**src/rtl/tdm_pkg.sv**
```systemverilog
// Shared types and helpers for the TDM demultiplexer.
// Optional error counter width is used only when TDM_DEMUX_ERRCNT_EN is defined.
package tdm_pkg;

  typedef enum logic {
    HUNT = 1'b0,
    RUN  = 1'b1
  } state_t;

  localparam int ERRCNT_W = 8;
  localparam int MAX_CH   = 16;

  // Strobe for the widest legal frame; callers truncate to their channel count.
  function automatic logic [MAX_CH-1:0] onehot(input logic [3:0] slot);
    logic [MAX_CH-1:0] v;
    v = '0;
    v[slot] = 1'b1;
    return v;
  endfunction

endpackage

```
**src/rtl/tdm_demux_if.sv**
```systemverilog
// Slot-multiplexed link plus demultiplexed channel outputs.
// err_count is present only when TDM_DEMUX_ERRCNT_EN is defined.
interface tdm_demux_if
  import tdm_pkg::*;
#(
  parameter int CHANNELS = 8,
  parameter int WIDTH    = 1
);

  logic [WIDTH-1:0]          din;
  logic                      din_valid;
  logic                      frame_sync;
  logic [CHANNELS*WIDTH-1:0] dout;
  logic [CHANNELS-1:0]       ch_strobe;
  logic                      frame_done;
  logic                      locked;
  logic                      sync_err;
`ifdef TDM_DEMUX_ERRCNT_EN
  logic [ERRCNT_W-1:0]       err_count;
`endif

  modport master (
    output din, din_valid, frame_sync,
    input  dout, ch_strobe, frame_done, locked, sync_err
`ifdef TDM_DEMUX_ERRCNT_EN
    , input err_count
`endif
  );

  modport slave (
    input  din, din_valid, frame_sync,
    output dout, ch_strobe, frame_done, locked, sync_err
`ifdef TDM_DEMUX_ERRCNT_EN
    , output err_count
`endif
  );

endinterface

```
**src/rtl/tdm_slot_ctr.sv**
```systemverilog
// Slot counter: increments on enable, wraps after CHANNELS-1, load forces slot 1.
module tdm_slot_ctr #(
  parameter int CHANNELS = 8,
  parameter int SLOT_W   = 3
) (
  input  logic              clk,
  input  logic              rst_n,
  input  logic              en,
  input  logic              load1,
  output logic [SLOT_W-1:0] slot,
  output logic              is_last
);

  assign is_last = (slot == SLOT_W'(CHANNELS - 1));

  always_ff @(posedge clk or negedge rst_n) begin
    if (!rst_n) begin
      slot <= '0;
    end else if (load1) begin
      slot <= SLOT_W'(1);
    end else if (en) begin
      slot <= is_last ? '0 : slot + SLOT_W'(1);
    end
  end

endmodule

```
**src/rtl/tdm_demux.sv**
```systemverilog
// 1:N TDM demultiplexer with frame-sync alignment and lock tracking.
// Define TDM_DEMUX_ERRCNT_EN to add the saturating err_count output.
//
// state | meaning
// HUNT  | unaligned; samples dropped until frame_sync arrives
// RUN   | aligned; samples routed to channel = slot
module tdm_demux
  import tdm_pkg::*;
#(
  parameter int CHANNELS = 8,
  parameter int WIDTH    = 1,
  parameter int SLOT_W   = 3
) (
  input  logic         clk,
  input  logic         rst_n,
  tdm_demux_if.slave   bus
);

  state_t                    state_q, state_d;
  logic [SLOT_W-1:0]         slot;
  logic                      is_last;
  logic                      slot_zero;
  logic                      ctr_en, ctr_load;
  logic                      lock_set, lock_clr;
  logic [CHANNELS-1:0]       strobe_d;
  logic                      frame_done_d, sync_err_d;

  logic [CHANNELS*WIDTH-1:0] dout_q;
  logic [CHANNELS-1:0]       strobe_q;
  logic                      frame_done_q, sync_err_q, locked_q;

  assign slot_zero = (slot == '0);

  tdm_slot_ctr #(
    .CHANNELS (CHANNELS),
    .SLOT_W   (SLOT_W)
  ) u_slot_ctr (
    .clk     (clk),
    .rst_n   (rst_n),
    .en      (ctr_en),
    .load1   (ctr_load),
    .slot    (slot),
    .is_last (is_last)
  );

  always_ff @(posedge clk or negedge rst_n) begin
    if (!rst_n) state_q <= HUNT;
    else        state_q <= state_d;
  end

  always_comb begin
    state_d = state_q;
    if (bus.din_valid) begin
      case (state_q)
        HUNT:    if (bus.frame_sync) state_d = RUN;
        RUN:     if (!bus.frame_sync && slot_zero) state_d = HUNT;
        default: state_d = HUNT;
      endcase
    end
  end

  always_comb begin
    strobe_d     = '0;
    frame_done_d = 1'b0;
    sync_err_d   = 1'b0;
    lock_set     = 1'b0;
    lock_clr     = 1'b0;
    ctr_en       = 1'b0;
    ctr_load     = 1'b0;
    if (bus.din_valid) begin
      case (state_q)
        HUNT: begin
          if (bus.frame_sync) begin
            strobe_d = CHANNELS'(onehot(4'd0));
            ctr_load = 1'b1;
          end
        end
        RUN: begin
          if (bus.frame_sync == slot_zero) begin
            strobe_d     = CHANNELS'(onehot(4'(slot)));
            ctr_en       = 1'b1;
            frame_done_d = is_last;
            lock_set     = is_last;
          end else if (bus.frame_sync) begin
            // Early sync restarts the frame; the sample becomes channel 0.
            strobe_d   = CHANNELS'(onehot(4'd0));
            ctr_load   = 1'b1;
            sync_err_d = 1'b1;
            lock_clr   = 1'b1;
          end else begin
            sync_err_d = 1'b1;
            lock_clr   = 1'b1;
          end
        end
        default: ;
      endcase
    end
  end

  always_ff @(posedge clk or negedge rst_n) begin
    if (!rst_n) begin
      strobe_q     <= '0;
      frame_done_q <= 1'b0;
      sync_err_q   <= 1'b0;
      locked_q     <= 1'b0;
    end else begin
      strobe_q     <= strobe_d;
      frame_done_q <= frame_done_d;
      sync_err_q   <= sync_err_d;
      if (lock_clr)      locked_q <= 1'b0;
      else if (lock_set) locked_q <= 1'b1;
    end
  end

  always_ff @(posedge clk or negedge rst_n) begin
    if (!rst_n) begin
      dout_q <= '0;
    end else begin
      for (int c = 0; c < CHANNELS; c++) begin
        if (strobe_d[c]) dout_q[c*WIDTH +: WIDTH] <= bus.din;
      end
    end
  end

`ifdef TDM_DEMUX_ERRCNT_EN
  logic [ERRCNT_W-1:0] err_cnt_q;

  always_ff @(posedge clk or negedge rst_n) begin
    if (!rst_n) begin
      err_cnt_q <= '0;
    end else if (sync_err_d && (err_cnt_q != '1)) begin
      err_cnt_q <= err_cnt_q + ERRCNT_W'(1);
    end
  end

  assign bus.err_count = err_cnt_q;
`endif

  assign bus.dout       = dout_q;
  assign bus.ch_strobe  = strobe_q;
  assign bus.frame_done = frame_done_q;
  assign bus.locked     = locked_q;
  assign bus.sync_err   = sync_err_q;

endmodule

```
**src/flat_wrapper.sv**
```systemverilog
// flat-port wrapper written by rule: the top's interface ports become plain ports
module tdm_demux_flat import tdm_pkg::*;
#(
  parameter int CHANNELS = 8,
  parameter int WIDTH    = 1,
  parameter int SLOT_W   = 3
)
  (clk, rst_n, bus_din, bus_din_valid, bus_frame_sync, bus_dout, bus_ch_strobe, bus_frame_done, bus_locked, bus_sync_err);
  tdm_demux_if #(.CHANNELS(CHANNELS), .WIDTH(WIDTH)) bus_i ();
  input  logic clk;
  input  logic rst_n;
  input wire logic [$bits(bus_i.din)-1:0] bus_din;
  input wire logic [$bits(bus_i.din_valid)-1:0] bus_din_valid;
  input wire logic [$bits(bus_i.frame_sync)-1:0] bus_frame_sync;
  output wire logic [$bits(bus_i.dout)-1:0] bus_dout;
  output wire logic [$bits(bus_i.ch_strobe)-1:0] bus_ch_strobe;
  output wire logic [$bits(bus_i.frame_done)-1:0] bus_frame_done;
  output wire logic [$bits(bus_i.locked)-1:0] bus_locked;
  output wire logic [$bits(bus_i.sync_err)-1:0] bus_sync_err;
  assign bus_i.din = bus_din;
  assign bus_i.din_valid = bus_din_valid;
  assign bus_i.frame_sync = bus_frame_sync;
  assign bus_dout = bus_i.dout;
  assign bus_ch_strobe = bus_i.ch_strobe;
  assign bus_frame_done = bus_i.frame_done;
  assign bus_locked = bus_i.locked;
  assign bus_sync_err = bus_i.sync_err;
  tdm_demux #(.CHANNELS(CHANNELS), .WIDTH(WIDTH), .SLOT_W(SLOT_W)) u_core (.clk(clk), .rst_n(rst_n), .bus(bus_i));
endmodule
```
**config.mk**
```make
export PLATFORM = sky130hd
export DESIGN_NAME = tdm_demux_flat
export DESIGN_NICKNAME = d
export VERILOG_FILES = /design/src/rtl/tdm_pkg.sv /design/src/rtl/tdm_demux_if.sv /design/src/rtl/tdm_slot_ctr.sv /design/src/rtl/tdm_demux.sv /design/src/flat_wrapper.sv
export SDC_FILE = /design/constraint.sdc
export NUM_CORES = 1
export LEC_CHECK = 0
export CORE_ASPECT_RATIO = 0.9
export CORE_UTILIZATION = 30
export CTS_CLUSTER_DIAMETER = 100
export CTS_CLUSTER_SIZE = 24
export DETAILED_ROUTE_END_ITERATION = 8
export MAX_ROUTING_LAYER = met4
export PLACE_DENSITY_LB_ADDON = 0.08
export SYNTH_ARGS = -nofsm -noshare
export SYNTH_HDL_FRONTEND = slang
export SYNTH_SLANG_ARGS = --single-unit
export TNS_END_PERCENT = 50
```
**constraint.sdc**
```tcl
create_clock -name clk -period 2.4 [get_ports clk]
set_input_delay 0.72 -clock clk [delete_from_list [all_inputs] [get_ports clk]]
set_output_delay 0.72 -clock clk [all_outputs]
set_load 0.02 [all_outputs]
```
==> results of run 1 <==
[per-layer routing]
metal | track usage [%] | vias up
li1 | - | 356
met2 | 20.67 | 18
met5 | - | -
met3 | 3.543 | 4
met4 | 3.896 | 0
met1 | 16.89 | 365
[report_power, final]
group	switching (mW)	internal (mW)	total, mW
Sequential	0.0817	0.494	0.576
Combinational	0.351	0.323	0.674
Clock	0.124	0.116	0.240
Total	0.557	0.933	1.49
[kinds of logic (layout without fill, tap and decap cells)]
group           after synthesis  in the layout
mux                           9              9
buf+inv                       9             40
simple gates                 29             29
flops                        23             23
compound gates               10             10
fa+ha+maj                     5              5
[worst max-delay path, delay by kind of cell]
kind	cells	cell delay, ps
multiplexers	1	340
adder cells (fa/ha/maj)	1	360
AND/OR/NAND/NOR	2	370
buffers and inverters	2	540
[cell type report]
cell class	instances	area (sq um)	share of cell area, %
sequential	23	575.6	41.26
multi-input combinational	53	411.6	29.51
timing repair buffer	31	290.3	20.81
tap	42	52.55	3.767
clock buffer	3	41.29	2.960
inverter	5	18.77	1.345
clock inverter	1	5.005	0.3587
[cell usage after synthesis]
cell type / instances
mux2i_1: 2
and2_1: 1
buf_4: 2
nor2b_1: 2
mux2_1: 7
nand4_2: 1
o211ai_1: 1
buf_6: 1
a211o_1: 1
nor3_2: 4
a32oi_1: 1
nand4_1: 1
nor2_1: 8
and3_1: 1
nand2b_1: 3
or3b_1: 1
or3_1: 1
nor3_1: 1
o21ai_0: 2
nand3_4: 1
a31oi_1: 2
dfrtp_1: 23
a21oi_1: 2
nand2_1: 4
buf_2: 1
ha_1: 5
inv_1: 5
o21a_1: 1
[through the flow]
stage	cell area, sq um	power [mW]	cells	setup TNS (ps)	util, %
floorplan	1037	0.9882	85	0	-
detailed placement	1349	1.266	154	-434.8	42.66
CTS	1395	1.512	158	0	44.12
finish	1395	1.490	158	0	44.12
global placement	1349	1.246	154	-336.4	42.66
global route	1395	1.593	158	0	44.12
[registers in the layout, summed over array words and instances (netlist names)]
register and cells:
u_core.bus.ch_strobe 8, u_core.bus.dout 8, u_core.u_slot_ctr.slot 3, u_core.bus.frame_done 1, u_core.bus.locked 1, u_core.bus.sync_err 1, u_core.state_q 1
[path summary, 6_finish.rpt]
path                                                 to  slack, ps                      start  depth (start not counted)
max in group asynchronous       u_core.bus.ch_strobe[5]       1360                      rst_n                          2
min in group asynchronous            u_core.bus.dout[7]        810                      rst_n                          2
worst min-delay path                 u_core.bus.dout[6]        490         u_core.bus.dout[6]                          1
worst max-delay path                 u_core.bus.dout[6]        220             bus_frame_sync                          6
worst min register to register       u_core.bus.dout[6]        490         u_core.bus.dout[6]                          1
worst max register to register       u_core.bus.dout[6]        480  u_core.u_slot_ctr.slot[0]                          8
==> results_dict.tcl, run 1 <==
set metrics [dict create \
    die_h_um 57.79 \
    seq_cells_post_synth 23 \
    timing_worst_setup_path_type "input port to register" \
    number_of_antenna_diodes 0 \
    tightest_slew_ps 388.7 \
    timing.max_cap.violations 0 \
    vdd_ir_drop_max_mv 0.3854 \
    gr-usage-all-layers_pct 13.25 \
    synth_adder_area_share_pct 6.031 \
    synth.distinct_cells 28 \
    worst_path_largest_cell_delay_ps 480 \
    status "completed" \
    timing.critical_path.from_type "input port" \
    cts_inserted_buffers 3 \
    cts.repair_timing.setup_buffer_count 0 \
    layout.filler_cells 326 \
    viasPerCell 4.703 \
    syn-mean-instance-area_sq_um 12.20 \
    cp_slowest_cell "clkdlybuf4s50_1" \
    via_count 743 \
    uppermost_signal_routing_layer_after_detailed_routing "met4" \
    rsz0062_at_grt "no" \
    drt_first_iter_violations 14 \
    grt_start_max_net_pins 24 \
    drc 0 \
    layout_common_cells "clkdlybuf4s50_1, dfrtp_1, nor2_1, buf_4, mux2_1" \
    synth_warnings 0 \
    hpwlAfterDp_um 1572 \
    clockBufferDepth 2 \
    pre_cts_slack_ps -80.09 \
    netlist_instances 85 \
    global_route_wire_length_before_repair_um 3581 \
    detailedRoute.firstPassIterationCount 3 \
    total_leakage_power_nw 0.6454 \
    synth_compound_area_share_pct 6.273 \
    cts_resized 0 \
    p_per_area_nw_per_um2 1068 \
    synth_area_leaders "dfrtp_1, mux2_1, ha_1" \
    post_synth_mux_area_share_pct 9.530 \
    layout_min_cycle_time_ps 2181 \
    min-delay-path-class "register to register" \
    holdBufCountCts 0 \
    detail_route.wl_per_cell_um 13.01 \
    antenna_violating_nets_post_route 0 \
    maxSlewHeadroom_pct 74.09 \
    critPathCaptureType "register" \
    synthDominantAreaCellType "dfrtp_1" \
    finalHoldViolations 0 \
    met2_wirelength_um 962 \
    die_ar_sq_um 3697 \
    post_synth_instance_area_sq_um 1037 \
    finish.net_count 127 \
    timing.final.max_slew_violations 0 \
    first_global_vias 741 \
    grt.overflow.total 0 \
    antenna_found_initial 0 \
    route.layer.met1.wl_um 982 \
    clk_pin_slew_worst_paths_ps 80 \
    final_period_util_pct 90.86 \
    routabilityCongestion 0.7163 \
    yosysSeqAreaShare_pct 55.49 \
    crit_path_max_fanout 6 \
    crit_required_ps 2550 \
    post-route-worst-setup-slack_ps 219.3 \
    post_route_cells_drive_above_1_share_pct 15.52 \
    initial_cell_density_of_the_core_pct 32.81 \
    top_level_ports 24 \
    synth_xor_xnor_area_share_pct 0 \
    wirelength_um 2055 \
    combinational_family_with_the_most_area_after_synthesis "simple AND/OR/NAND/NOR gates" \
    worst_hold_margin_ps 488.6 \
    cp.arrival_ps 2330 \
    synth_simple_gate_area_share_pct 17.85 \
    floorplan.rows 19 \
    cts_sinks 23 \
    insertion_delay_ps 260 \
    clock-skew-final_ps 1.506 \
    core-area_sq_um 3162 \
    wl_met3_um 79 \
    numPortBuffers 23 \
    timing.final.setup_violations 0 \
    tritoncts "done" \
    net_count_after_synthesis 95 \
    fmax_mhz 458.6 \
    crit_path_cell_trace "clkdlybuf4s50_1 > inv_1 > ha_1 > nand3_4 > nor3_2 > mux2_1" \
    area.growth.synth_to_final_pct 34.50 \
    fraction_of_post_synthesis_cell_area_in_the_top_cell_type_by_area_pct 55.49 \
    die_width_um 63.98 \
    htree_num_levels 1 \
    cts_root_buf "clkbuf_8" \
]
Note: power is estimated with default switching activity, not from simulation.
==> inputs of run 2 (changes only) <==
--- a/config.mk
+++ b/config.mk
@@ -8,10 +8,10 @@
 export CORE_ASPECT_RATIO = 0.9
 export CORE_UTILIZATION = 30
 export CTS_CLUSTER_DIAMETER = 100
-export CTS_CLUSTER_SIZE = 24
 export DETAILED_ROUTE_END_ITERATION = 8
 export MAX_ROUTING_LAYER = met4
 export PLACE_DENSITY_LB_ADDON = 0.08
+export RECOVER_POWER = 50
 export SYNTH_ARGS = -nofsm -noshare
 export SYNTH_HDL_FRONTEND = slang
 export SYNTH_SLANG_ARGS = --single-unit
==> run 2 against run 1 <==
Against the previous run: register-to-register slack worse by 40 ps; utilization is 0.28 points lower; count of clock-buffer cells in the layout unchanged; routed wire length fell by 0.58%.
==> results_dict.tcl, run 2 (same netlist as run 1, synthesis figures left out) <==
set metrics [dict create \
    wirelength_um 2043 \
    timing.final.setup_violations 0 \
    number_of_antenna_diodes 0 \
    cp.arrival_ps 2380 \
    clk_pin_slew_worst_paths_ps 80 \
    die_h_um 57.79 \
    htree_num_levels 1 \
    die_ar_sq_um 3697 \
    cts_inserted_buffers 3 \
    final_cells 158 \
    power.switching_fraction_pct 37.20 \
    detailedRoute.firstPassIterationCount 3 \
    drt_first_iter_violations 12 \
    power.share.sequential_pct 38.7 \
    final_period_util_pct 92.80 \
    cts_root_buf "clkbuf_8" \
    reg2reg_setup_slack_ps 440 \
    first_global_vias 741 \
    die_width_um 63.98 \
    worst_path_largest_cell_delay_ps 480 \
    timing.critical_path.buf_inv 2 \
    status "completed" \
    cell_area_after_placement_sq_um 1349 \
    clockBufferDepth 2 \
    comb_power_share_pct 45.1 \
    internal-power_mw 0.9313 \
    insertion_delay_ps 260 \
    timing.final.max_slew_violations 0 \
    layout.filler_cells 328 \
    grt.overflow.total 0 \
    p_per_area_nw_per_um2 1070 \
    floorplan.rows 19 \
    layout_common_cells "dfrtp_1, clkdlybuf4s50_1, nor2_1, mux2_1, buf_4" \
    gr-usage-all-layers_pct 13.25 \
    routabilityCongestion 0.7163 \
    finish.net_count 127 \
    timing.max_cap.violations 0 \
    grt_start_max_net_pins 24 \
    viasPerCell 4.690 \
    tritoncts "done" \
    via_count 741 \
    post_route_cells_drive_above_1_share_pct 13.79 \
    antenna_found_initial 0 \
    pre_cts_slack_ps -80.09 \
    holdBufCountCts 0 \
    crit_family "buffers and inverters" \
    finish.utilization_pct 43.85 \
    cp_slowest_cell "clkdlybuf4s50_1" \
    cts.repair_timing.setup_buffer_count 0 \
    area.growth.synth_to_final_pct 33.66 \
    rsz0062_at_grt "no" \
    crit_path_cell_trace "clkdlybuf4s50_1 > inv_1 > ha_1 > nand3_4 > nor3_1 > mux2_1" \
    crit_path_max_fanout 6 \
    tightest_slew_ps 1213 \
    detail_route.wl_per_cell_um 12.93 \
    top_level_ports 24 \
    clock-skew-final_ps 1.513 \
    layout.cells.most_common "dfrtp_1" \
    finalHoldViolations 0 \
    numPortBuffers 23 \
    antenna_violating_nets_post_route 0 \
    min-delay-path-class "register to register" \
    core-area_sq_um 3162 \
    cts_resized 0 \
    global_route_wire_length_before_repair_um 3581 \
    layout_min_cycle_time_ps 2227 \
    timing_worst_setup_path_type "input port to register" \
    netSwitchingPower_mw 0.5517 \
    initial_cell_density_of_the_core_pct 32.81 \
    maxSlewHeadroom_pct 19.11 \
    finalPower_mw 1.483 \
    fmax_mhz 449.0 \
    hpwlAfterDp_um 1572 \
    critPathCaptureType "register" \
    timing.critical_path.from_type "input port" \
    drc 0 \
    p_clk_share_pct 16.2 \
    vdd_ir_drop_max_mv 0.3828 \
    place_inst 154 \
    total_leakage_power_nw 0.6419 \
    crit_required_ps 2550 \
    cts_sinks 23 \
    post-route-cell-area_sq_um 1386 \
    post-route-worst-setup-slack_ps 172.8 \
]
run 2: cell types whose count changed in the layout (fill, tap and decap cells not counted), sizes merged:
| cell | previous run | this run |
|---|---|---|
| dlygate4sd3 | 0 | 2 |
| clkbuf | 3 | 4 |
| clkdlybuf4s50 | 23 | 21 |
| buf | 8 | 7 |
run 2: metrics by stage:
stage | TNS (ps) | hold slack [ps]
floorplan | 0 | 424.4
global placement | -336.4 | 468.4
detailed placement | -434.8 | 476.8
CTS | 0 | 496.2
global route | 0 | 511.3
finish | 0 | 488.5
run 2: cell type report:
class / count / area (sq um) / share of cell area [%]
inverters: 5 / 18.77 / 1.354
clock inverters: 1 / 5.005 / 0.3610
well taps: 42 / 52.55 / 3.791
flip-flops and latches: 23 / 575.6 / 41.52
multi-input cells: 53 / 406.6 / 29.33
clock buffers: 3 / 41.29 / 2.978
repair buffers: 31 / 286.5 / 20.67
run 2: power by group through the flow:
stage               Combinational (mW)  Sequential, mW  Clock (mW)
floorplan                        0.328           0.660           0
global placement                 0.667           0.579           0
detailed placement               0.683           0.584           0
CTS                              0.684           0.576       0.252
global route                     0.731           0.592       0.265
finish                           0.669           0.575       0.240
run 2: worst register-to-register path, stage by stage, from the launching register on:
cell and delay (ps):
dfrtp_1 350, inv_1 50, ha_1 180, nand2b_1 100, inv_1 50, ha_1 350
nand3_4 130, nor3_1 280, mux2_1 350
run 2: final timing paths:
check / startpoint / depth (start not counted) / to
worst max-delay path: bus_frame_sync / 6 / u_core.bus.dout[4]
worst min-delay path: u_core.bus.dout[6] / 1 / u_core.bus.dout[6]
worst max register to register: u_core.u_slot_ctr.slot[0] / 8 / u_core.bus.dout[4]
worst min register to register: u_core.bus.dout[6] / 1 / u_core.bus.dout[6]
max in group asynchronous: rst_n / 2 / u_core.u_slot_ctr.slot[1]
min in group asynchronous: rst_n / 2 / u_core.bus.dout[7]
run 2: metal layers:
| metal | up-vias | GRT usage [%] | wire length [um] |
|---|---|---|---|
| met3 | 4 | 3.543 | 79 |
| li1 | 356 | - | - |
| met4 | 0 | 3.896 | 30 |
| met5 | - | - | 0 |
| met2 | 18 | 20.67 | 962 |
| met1 | 363 | 16.89 | 971 |
